File: src/rtl/rr_arb_pkg.sv
// Shared types and helpers for the 4-way round-robin arbiter.
package rr_arb_pkg;
  localparam int N_REQ = 4;
  localparam int SEL_W = 2;

  typedef enum logic {IDLE = 1'b0, GRANT = 1'b1} state_e;

  function automatic logic [N_REQ-1:0] onehot2(input logic [SEL_W-1:0] sel);
    onehot2      = '0;
    onehot2[sel] = 1'b1;
  endfunction
endpackage

File: src/rtl/rr_pick4.sv
// Combinational round-robin pick: first set request after ptr, wrapping mod 4.
module rr_pick4
  import rr_arb_pkg::*;
(
  input  logic [N_REQ-1:0] req,
  input  logic [SEL_W-1:0] ptr,
  output logic [SEL_W-1:0] winner,
  output logic             any_req
);
  logic             found;
  logic [SEL_W-1:0] idx;

  always_comb begin
    winner = '0;
    found  = 1'b0;
    idx    = '0;
    // scan ptr+1 .. ptr+4; the 2-bit add wraps naturally
    for (int k = 1; k <= N_REQ; k++) begin
      idx = ptr + SEL_W'(k);
      if (!found && req[idx]) begin
        winner = idx;
        found  = 1'b1;
      end
    end
  end

  assign any_req = |req;
endmodule

File: src/rtl/rr_arbiter4_4bits.sv
// Round-robin arbiter feeding one shared word channel with valid/ready.
// Optional burst lock (keep winner's priority) enabled by ARB_LOCK_EN.
module rr_arbiter4_4bits
  import rr_arb_pkg::*;
#(
  parameter int               DATA_W  = 4,
  parameter logic [SEL_W-1:0] RST_PTR = 2'd3
) (
  input  logic              clk,
  input  logic              rst,
  input  logic [N_REQ-1:0]  req,
  input  logic [DATA_W-1:0] in0,
  input  logic [DATA_W-1:0] in1,
  input  logic [DATA_W-1:0] in2,
  input  logic [DATA_W-1:0] in3,
`ifdef ARB_LOCK_EN
  input  logic [N_REQ-1:0]  lock,
`endif
  input  logic              out_ready,
  output logic              out_valid,
  output logic [DATA_W-1:0] out_data,
  output logic [SEL_W-1:0]  sel,
  output logic [N_REQ-1:0]  gnt,
  output logic [N_REQ-1:0]  ack,
  output logic              busy
);
  state_e            state_q, state_d;
  logic [SEL_W-1:0]  ptr_q, ptr_d;
  logic [SEL_W-1:0]  sel_q, sel_d;
  logic [N_REQ-1:0]  gnt_q, gnt_d;
  logic [DATA_W-1:0] data_q, data_d;
  logic [DATA_W-1:0] words [N_REQ];
  logic [SEL_W-1:0]  winner;
  logic              any_req;
  logic              hs;
  logic              keep;

  assign words[0] = in0;
  assign words[1] = in1;
  assign words[2] = in2;
  assign words[3] = in3;

`ifdef ARB_LOCK_EN
  assign keep = lock[sel_q];
`else
  assign keep = 1'b0;
`endif

  rr_pick4 u_pick (
    .req     (req),
    .ptr     (ptr_q),
    .winner  (winner),
    .any_req (any_req)
  );

  assign hs = (state_q == GRANT) && out_ready;

  always_ff @(posedge clk or posedge rst) begin
    if (rst) begin
      state_q <= IDLE;
      ptr_q   <= RST_PTR;
      sel_q   <= '0;
      gnt_q   <= '0;
      data_q  <= '0;
    end else begin
      state_q <= state_d;
      ptr_q   <= ptr_d;
      sel_q   <= sel_d;
      gnt_q   <= gnt_d;
      data_q  <= data_d;
    end
  end

  always_comb begin
    state_d = state_q;
    case (state_q)
      IDLE:    if (any_req) state_d = GRANT;
      GRANT:   if (hs)      state_d = IDLE;
      default: state_d = IDLE;
    endcase
  end

  // Words are captured only on the IDLE->GRANT edge; sel/data persist after.
  always_comb begin
    ptr_d  = ptr_q;
    sel_d  = sel_q;
    gnt_d  = gnt_q;
    data_d = data_q;
    if (state_q == IDLE) begin
      gnt_d = '0;
      if (any_req) begin
        sel_d  = winner;
        gnt_d  = onehot2(winner);
        data_d = words[winner];
      end
    end else if (hs) begin
      gnt_d = '0;
      // a locked winner leaves ptr one behind so it is scanned first again
      ptr_d = keep ? sel_q - SEL_W'(1) : sel_q;
    end
  end

  always_comb begin
    out_valid = (state_q == GRANT);
    busy      = (state_q == GRANT);
  end

  assign out_data = data_q;
  assign sel      = sel_q;
  assign gnt      = gnt_q;
  assign ack      = gnt_q & {N_REQ{out_valid & out_ready}};
endmodule

File: config.mk
export PLATFORM = sky130hd
export DESIGN_NAME = rr_arbiter4_4bits
export DESIGN_NICKNAME = d
export VERILOG_FILES = /design/src/rtl/rr_arb_pkg.sv /design/src/rtl/rr_pick4.sv /design/src/rtl/rr_arbiter4_4bits.sv
export SDC_FILE = /design/constraint.sdc
export NUM_CORES = 1
export LEC_CHECK = 0
export ABC_AREA = 1
export BUFFER_PORTS_ARGS = -buffer_cell sky130_fd_sc_hd__buf_2
export CAP_MARGIN = 20
export CORE_MARGIN = 5
export CORE_UTILIZATION = 50
export CTS_BUF_LIST = sky130_fd_sc_hd__clkbuf_4
export DETAILED_ROUTE_END_ITERATION = 7
export GPL_TIMING_DRIVEN = 0
export PLACE_DENSITY = 0.91
export SYNTH_ARGS = -nofsm -noshare
export SYNTH_HDL_FRONTEND = slang
export SYNTH_SLANG_ARGS = --single-unit
File: constraint.sdc
create_clock -name clk -period 2.5 [get_ports clk]
set_input_delay 0.25 -clock clk [delete_from_list [all_inputs] [get_ports clk]]
set_output_delay 0.25 -clock clk [all_outputs]
set_load 0.02 [all_outputs]
; Word-level counts from Yosys, hierarchy flattened
; Cells that the tools add are included.
[totals]
regBits = 13
output_inout_bits = 16
word_cells = 57
inputBits = 23
[classes]
eq_ne = 1
n_addsub = 3
reduce_logical = 11
bitwise = 4
muxes = 26
magnitude_cmp = 7
[op_table]
columns = cell, count
row1 = 4-bit two-way mux, 5
row2 = 2-bit by 3-bit less-than comparator with 1-bit output (second input constant), 5
row3 = 1-bit two-way mux, 10
row4 = 1-bit binary-select mux with 2-bit select, 4
row5 = 4-bit binary-select mux with 2-bit select, 1
row6 = 2-bit two-way mux, 4
row7 = 1-bit logical AND, 5
row8 = 2-bit adder (second input constant), 2
row9 = 4-bit bitwise AND, 1
row10 = 2-bit AND reduction, 2
row11 = 4-bit OR reduction, 1
row12 = 3-bit >= comparator (second input constant), 1
row13 = 1-bit logical NOT, 3
row14 = 2-bit inverter with 3-bit output, 1
row15 = 2-bit by 1-bit adder with 2-bit output (second input constant), 1
row16 = 1-bit demux with 2-bit select, 1
row17 = 2-bit by 1-bit >= comparator with 1-bit output (second input constant), 1
row18 = 2-bit by 1-bit inequality test with 1-bit output (second input constant), 1
row19 = 1-bit one-hot mux with 2 select lines, 1
row20 = 1-bit bitwise AND, 1
row21 = 1-bit inverter, 1

; Logic depth before layout (Yosys ltp)
[logic_depth]
depth_word = 19
depth_mapped = 18
depth_no_buf = 15

; Modules after synthesis
; From an unflattened synthesis, not the netlist that was laid out.
[unflattened]
cells_unflattened = 149
hier_area_um2 = 998.5
[by_module_without_submodules]
columns = module, seq_area_each_um2, cells_each, instances, area_each_um2
row1 = rr_arbiter4_4bits, 327.8, 99, 1, 696.9
row2 = rr_pick4, 0.0, 50, 1, 301.5

; Worst setup path after synthesis
; No wires, ideal clock.
[synth_timing]
kind = reg-to-reg
startpoint = reg ptr_q[0]
endpoint = reg data_q[3], in the netlist out_data[3]
path_stages_with_launch = 19
path_buffers = 3
path_slack_ns = 0.621
arrival_ns = 1.762
synth_period_minus_slack_ns = 1.879
required_ns = 2.383
setup_time_ns = 0.117
path_cell_list = dfstp_2 > buf_6 > inv_4 > buf_12 > nand2_2 > nand2_2 > nand2_1 > nand2_2 > nor2_1 > nand2_2 > nand2_4 > nand2_4 > buf_6 > nand2_1 > nand2_1 > nand2_1 > nand2_1 > nand2_1 > nand2_1
[synth_between]
elab_chain_len = 17
word_cells_on_any_way = 28
cone_classes = add/sub: 3 / mux: 18 / bitwise: 1 / reduce/logical: 6
[synth_lines]
columns = item, line_no
row1 = from (decl), rr_arbiter4_4bits.sv:28  ; logic [SEL_W-1:0] ptr_q, ptr_d;
row2 = from (signal assigned), rr_arbiter4_4bits.sv:67  ; ptr_q <= ptr_d;
row3 = 2-bit by 1-bit adder with 2-bit output, rr_pick4.sv:19  ; idx = ptr + SEL_W'(k);
row4 = 1-bit binary-select mux with 2-bit select, rr_pick4.sv:20  ; if (!found && req[idx]) begin
row5 = 1-bit two-way mux (implied by the code), rr_pick4.sv:20
row6 = 1-bit two-way mux, rr_pick4.sv:20
row7 = 1-bit logical NOT, rr_pick4.sv:20
row8 = 1-bit logical AND, rr_pick4.sv:20
row9 = 1-bit two-way mux, rr_pick4.sv:20
row10 = 1-bit logical NOT, rr_pick4.sv:20
row11 = 1-bit logical AND, rr_pick4.sv:20
row12 = 1-bit two-way mux, rr_pick4.sv:20
row13 = 1-bit logical NOT, rr_pick4.sv:20
row14 = 1-bit logical AND, rr_pick4.sv:20
row15 = 2-bit two-way mux (*), rr_pick4.sv:20
row16 = 2-bit inverter with 3-bit output (implied by the code) (*), rr_arbiter4_4bits.sv:94  ; data_d = words[winner];
row17 = 4-bit binary-select mux with 2-bit select (*), rr_arbiter4_4bits.sv:94
row18 = 4-bit two-way mux (implied by the code) (*) (2 in series), rr_arbiter4_4bits.sv:94
row19 = to (signal assigned), rr_arbiter4_4bits.sv:70  ; data_q <= data_d;
row20 = to (decl), rr_arbiter4_4bits.sv:31  ; logic [DATA_W-1:0] data_q, data_d;
; Every way passes the cells marked *; elsewhere a longest branch is shown, timed or not. The select of a mux whose other input is x is not followed.
; A chain may end at the register's enable or synchronous reset.

; Final worst setup path
[layout_timing]
startpoint = reg ptr_q[0]
endpoint = reg data_q[1], in the netlist out_data[1]
; The elaborated chain is that of the path after synthesis.

==> reports/results.tsv <==
stage	metric	value	unit
sta	slew_headroom	0.6715	
setup_path	worst-setup-path-type	flip-flop to flip-flop	
pwr	p_clk_frac	0.069	
pwr	total_switching_power	1.083	mW
die	die_w	54.80	µm
placement	io_buffers	38	
grt	pin_count_of_the_biggest_net_entering_global_routing	14	
synthesis	yosys_warnings	0	
die	core_region_area	0.001942	mm²
synthesis	syn-mean-instance-area	6.432	µm²
setup_path	timing.critical_path.cells	buf_6 -> inv_4 -> buf_12 -> nand2_1 -> nand3_1 -> nand2_1 -> nor2_2 -> nand3_1 -> nand2_1 -> nor2_2 -> inv_1 -> nand2_1 -> nand2_1 -> nand2_1 -> nand2_1	
sta	max_freq	479.5	MHz
clock_tree	cts_tree	built	
final_layout	layout.nets	223	
final_layout	filler_cell_count	185	
sta	min_period_over_period	0.8342	
synthesis	yosys.area_share.adder	0	
setup_path	crit_top_cell	nand2_1	
die	design.portCount	39	
pwr	power_leakage	0.7530	nW
status	outcome	finished, final reports clean	
setup_path	crit_path_launch_type	flip-flop	
grt	antenna_found_initial	0	
setup_path	crit_slowest_cell	dfstp_2	
grt	grt_pass1_wl	4050	µm
pwr	ir_worst_vdd	0.8771	mV
final_layout	commonest_non_fill_non_tap_cells_in_the_layout	66 x nand2_1, 38 x buf_2, 19 x nand3_1	
clock_tree	clk_pin_slew	90	ps
synthesis	synth.net_count	179	
die	die_h	54.80	µm
worst_hold_path	min-delay-path-class	primary input to flip-flop	
sta	final.setup_skew	2.314	ps
grt	grt_overflow	0	
synthesis	yosys.cell_types.count	20	
route	detail_route.wirelength	2514	µm
setup_path	timing.critical_path.buf_inv	4	
setup_path	arrival_time_worst_endpoint	2260	ps
synthesis	synth.mux.area_fraction	0	
final_layout	final_common_cell	nand2_1	
clock_tree	cts_buffers	3	
clock_tree	h-tree-depth	1	
final_layout	num_antenna_cells	0	
final_layout	post_route_cells_drive_above_1_share	0.3467	
setup_path	timing.critical_path.slowest_cell_delay	530	ps
die	floorplan.initialDensity	0.5168	
die	floorplan.die_area	0.003003	mm²
grt	global_route.usage.total	0.1814	
route	vias_per_instance	4.907	
synthesis	syn-cell-area	0.001003	mm²
sta	hold_viol	0	
placement	globalplace.congestion	0.8034	
synthesis	combinational_family_with_the_most_area_after_synthesis	simple AND/OR/NAND/NOR gates	
pwr	comb_power_share	0.739	
synthesis	ys_ff_latch	13	
sta	setup_viol	0	
clock_tree	tritoncts_num_sinks	13	
setup_path	worstSetupEndpointType	flip-flop	
setup_path	crit_fanout	10	
synthesis	synth_compound_area_frac	0.05860	
pwr	power_per_cell_area	1558	mW/mm²
clock_tree	clk-insertion-delay-late	280	ps
sta	worst_setup_slack_final	414.5	ps
sta	rsz0062_at_grt	false	
synthesis	synth_xor_area_frac	0	
pwr	finalPower	1.971	mW
route	drt-initial-drc-count	39	
grt	grt_pass1_vias	961	
synthesis	synth_cells	156	
synthesis	synth_simple_gate_area_share	0.5025	
pwr	power.internal	0.8882	mW
setup_path	timing.critical_path.required	2670	ps
placement	pre_cts_ws	424.1	ps
setup_path	path_delay_family	simple AND/OR/NAND/NOR gates	
route	drt_pre_antenna_iters	4	
sta	slew_viol_final	0	
sta	tightest_slew	492.3	ps
placement	dp_hpwl	1979	µm
sta	tns	0	ps
clock_tree	clock_path_buffers	2	
route	vias	1109	
route	remaining_drc_errors	0	
sta	finalWorstPathRequiredPeriod	2086	ps
route	drtAntennaViolNets	0	
flow_run	max_cap_viol_count	0	
final_layout	areaGrowthSynthToFinish	26.06	%
synthesis	ys_seq_area_frac	0.3267	
pwr	power.share.sequential	0.193	
route	wire_per_inst	11.12	µm
clock_tree	cts.root.buffer_cell	clkbuf_4	
pwr	proportion_of_total_power_due_to_net_switching	0.5494	
die	std_cell_rows	16	
-- per-layer routing --
metal / vias to the layer above / global-route usage / wire (µm)
li1: 569 / - / -
met1: 508 / 0.2252 / 1015
met2: 32 / 0.3209 / 1329
met3: 0 / 0.04905 / 169
met4: 0 / 0.01660 / 0
met5: - / 0 / 0
-- worst paths after layout --
| kind | slack, ps | cells past startpoint | end | start |
|---|---|---|---|---|
| setup / recovery | 410 | 15 | out_data[1]$_DFFE_PP0P_ | ptr_q[0]$_DFFE_PP1P_ |
| hold / removal | 320 | 4 | busy$_DFF_PP0_ | out_ready |
| setup reg to reg | 410 | 15 | out_data[1]$_DFFE_PP0P_ | ptr_q[0]$_DFFE_PP1P_ |
| hold reg to reg | 500 | 2 | out_data[2]$_DFFE_PP0P_ | out_data[2]$_DFFE_PP0P_ |
| max in group asynchronous | 1600 | 3 | ptr_q[1]$_DFFE_PP1P_ | rst |
| min in group asynchronous | 540 | 3 | gnt[2]$_DFFE_PP0P_ | rst |
-- Yosys cell counts --
cell type   n  area [µm²]
buf_6       2       22.52
nor2_2      4       25.02
inv_1      12       45.04
clkinv_1    1       3.750
nor2_1      9       33.78
inv_2       2       7.510
inv_4       1       6.260
a21oi_2     1       8.760
nand2_2    10       62.56
nor4_1      1       6.260
nand2_1    66       247.7
o21ai_1     1       5.000
o21ai_0     5       25.02
nand3_1    19       95.09
nand2_4     3       33.78
dfstp_2     2       52.55
buf_12      1       20.02
buf_4       1       7.510
dfrtp_1    11       275.3
a21oi_1     4       20.02
-- worst min-delay path, cell delays in order --
cell and delay [ps]:
buf_2 90, inv_1 30, nand2_1 110, nand2_1 70
-- final cells by class --
| cell class | count | area, µm² | share of cell area |
|---|---|---|---|
| tap | 27 | 33.78 | 0.02671 |
| multi-input combinational | 123 | 563.0 | 0.4451 |
| timing repair buffer | 39 | 200.2 | 0.1583 |
| clock inverter | 1 | 5.005 | 0.003956 |
| clock buffer | 3 | 22.52 | 0.01780 |
| inverter | 16 | 62.56 | 0.04946 |
| sequential | 13 | 327.8 | 0.2591 |
| buffer | 4 | 50.05 | 0.03956 |
-- logic make-up after synthesis --
| logic type | after synthesis |
|---|---|
| AO/OA/AOI/OAI | 11 |
| buffers and inverters | 20 |
| flip-flops | 13 |
| AND/OR/NAND/NOR | 112 |
-- power by group through the flow --
stage / logic, mW / registers, mW / clock network (mW)
5_1_grt: 1.64 / 0.394 / 0.153
4_1_cts: 1.46 / 0.379 / 0.137
2_1_floorplan: 1.07 / 0.461 / 0
3_5_place_dp: 1.45 / 0.380 / 0
6_report: 1.46 / 0.380 / 0.135
3_3_place_gp: 1.40 / 0.379 / 0
-- metrics by stage --
| stage | hold slack (ps) | cell area [µm²] | utilization | instances |
|---|---|---|---|---|
| after floorplan | 125.5 | 1003 | - | 156 |
| after global placement | 275.6 | 1227 | 0.6321 | 221 |
| after detailed placement | 294.5 | 1227 | 0.6321 | 221 |
| after CTS | 311.9 | 1265 | 0.6514 | 226 |
| after global routing | 324.3 | 1265 | 0.6514 | 226 |
| final | 316.5 | 1265 | 0.6514 | 226 |
-- what timing repair did --
item	4_1_cts	5_1_grt
resized for setup	0	0
endpoints found under the hold margin	11	0
setup buffers	0	0
hold buffers	1	0
-- sequential cells by signal, summed over array words and instances (netlist names) --
register / cells
ptr_q: 2
gnt: 4
out_data: 4
sel: 2
busy: 1
(Power assumes the default switching activity.)
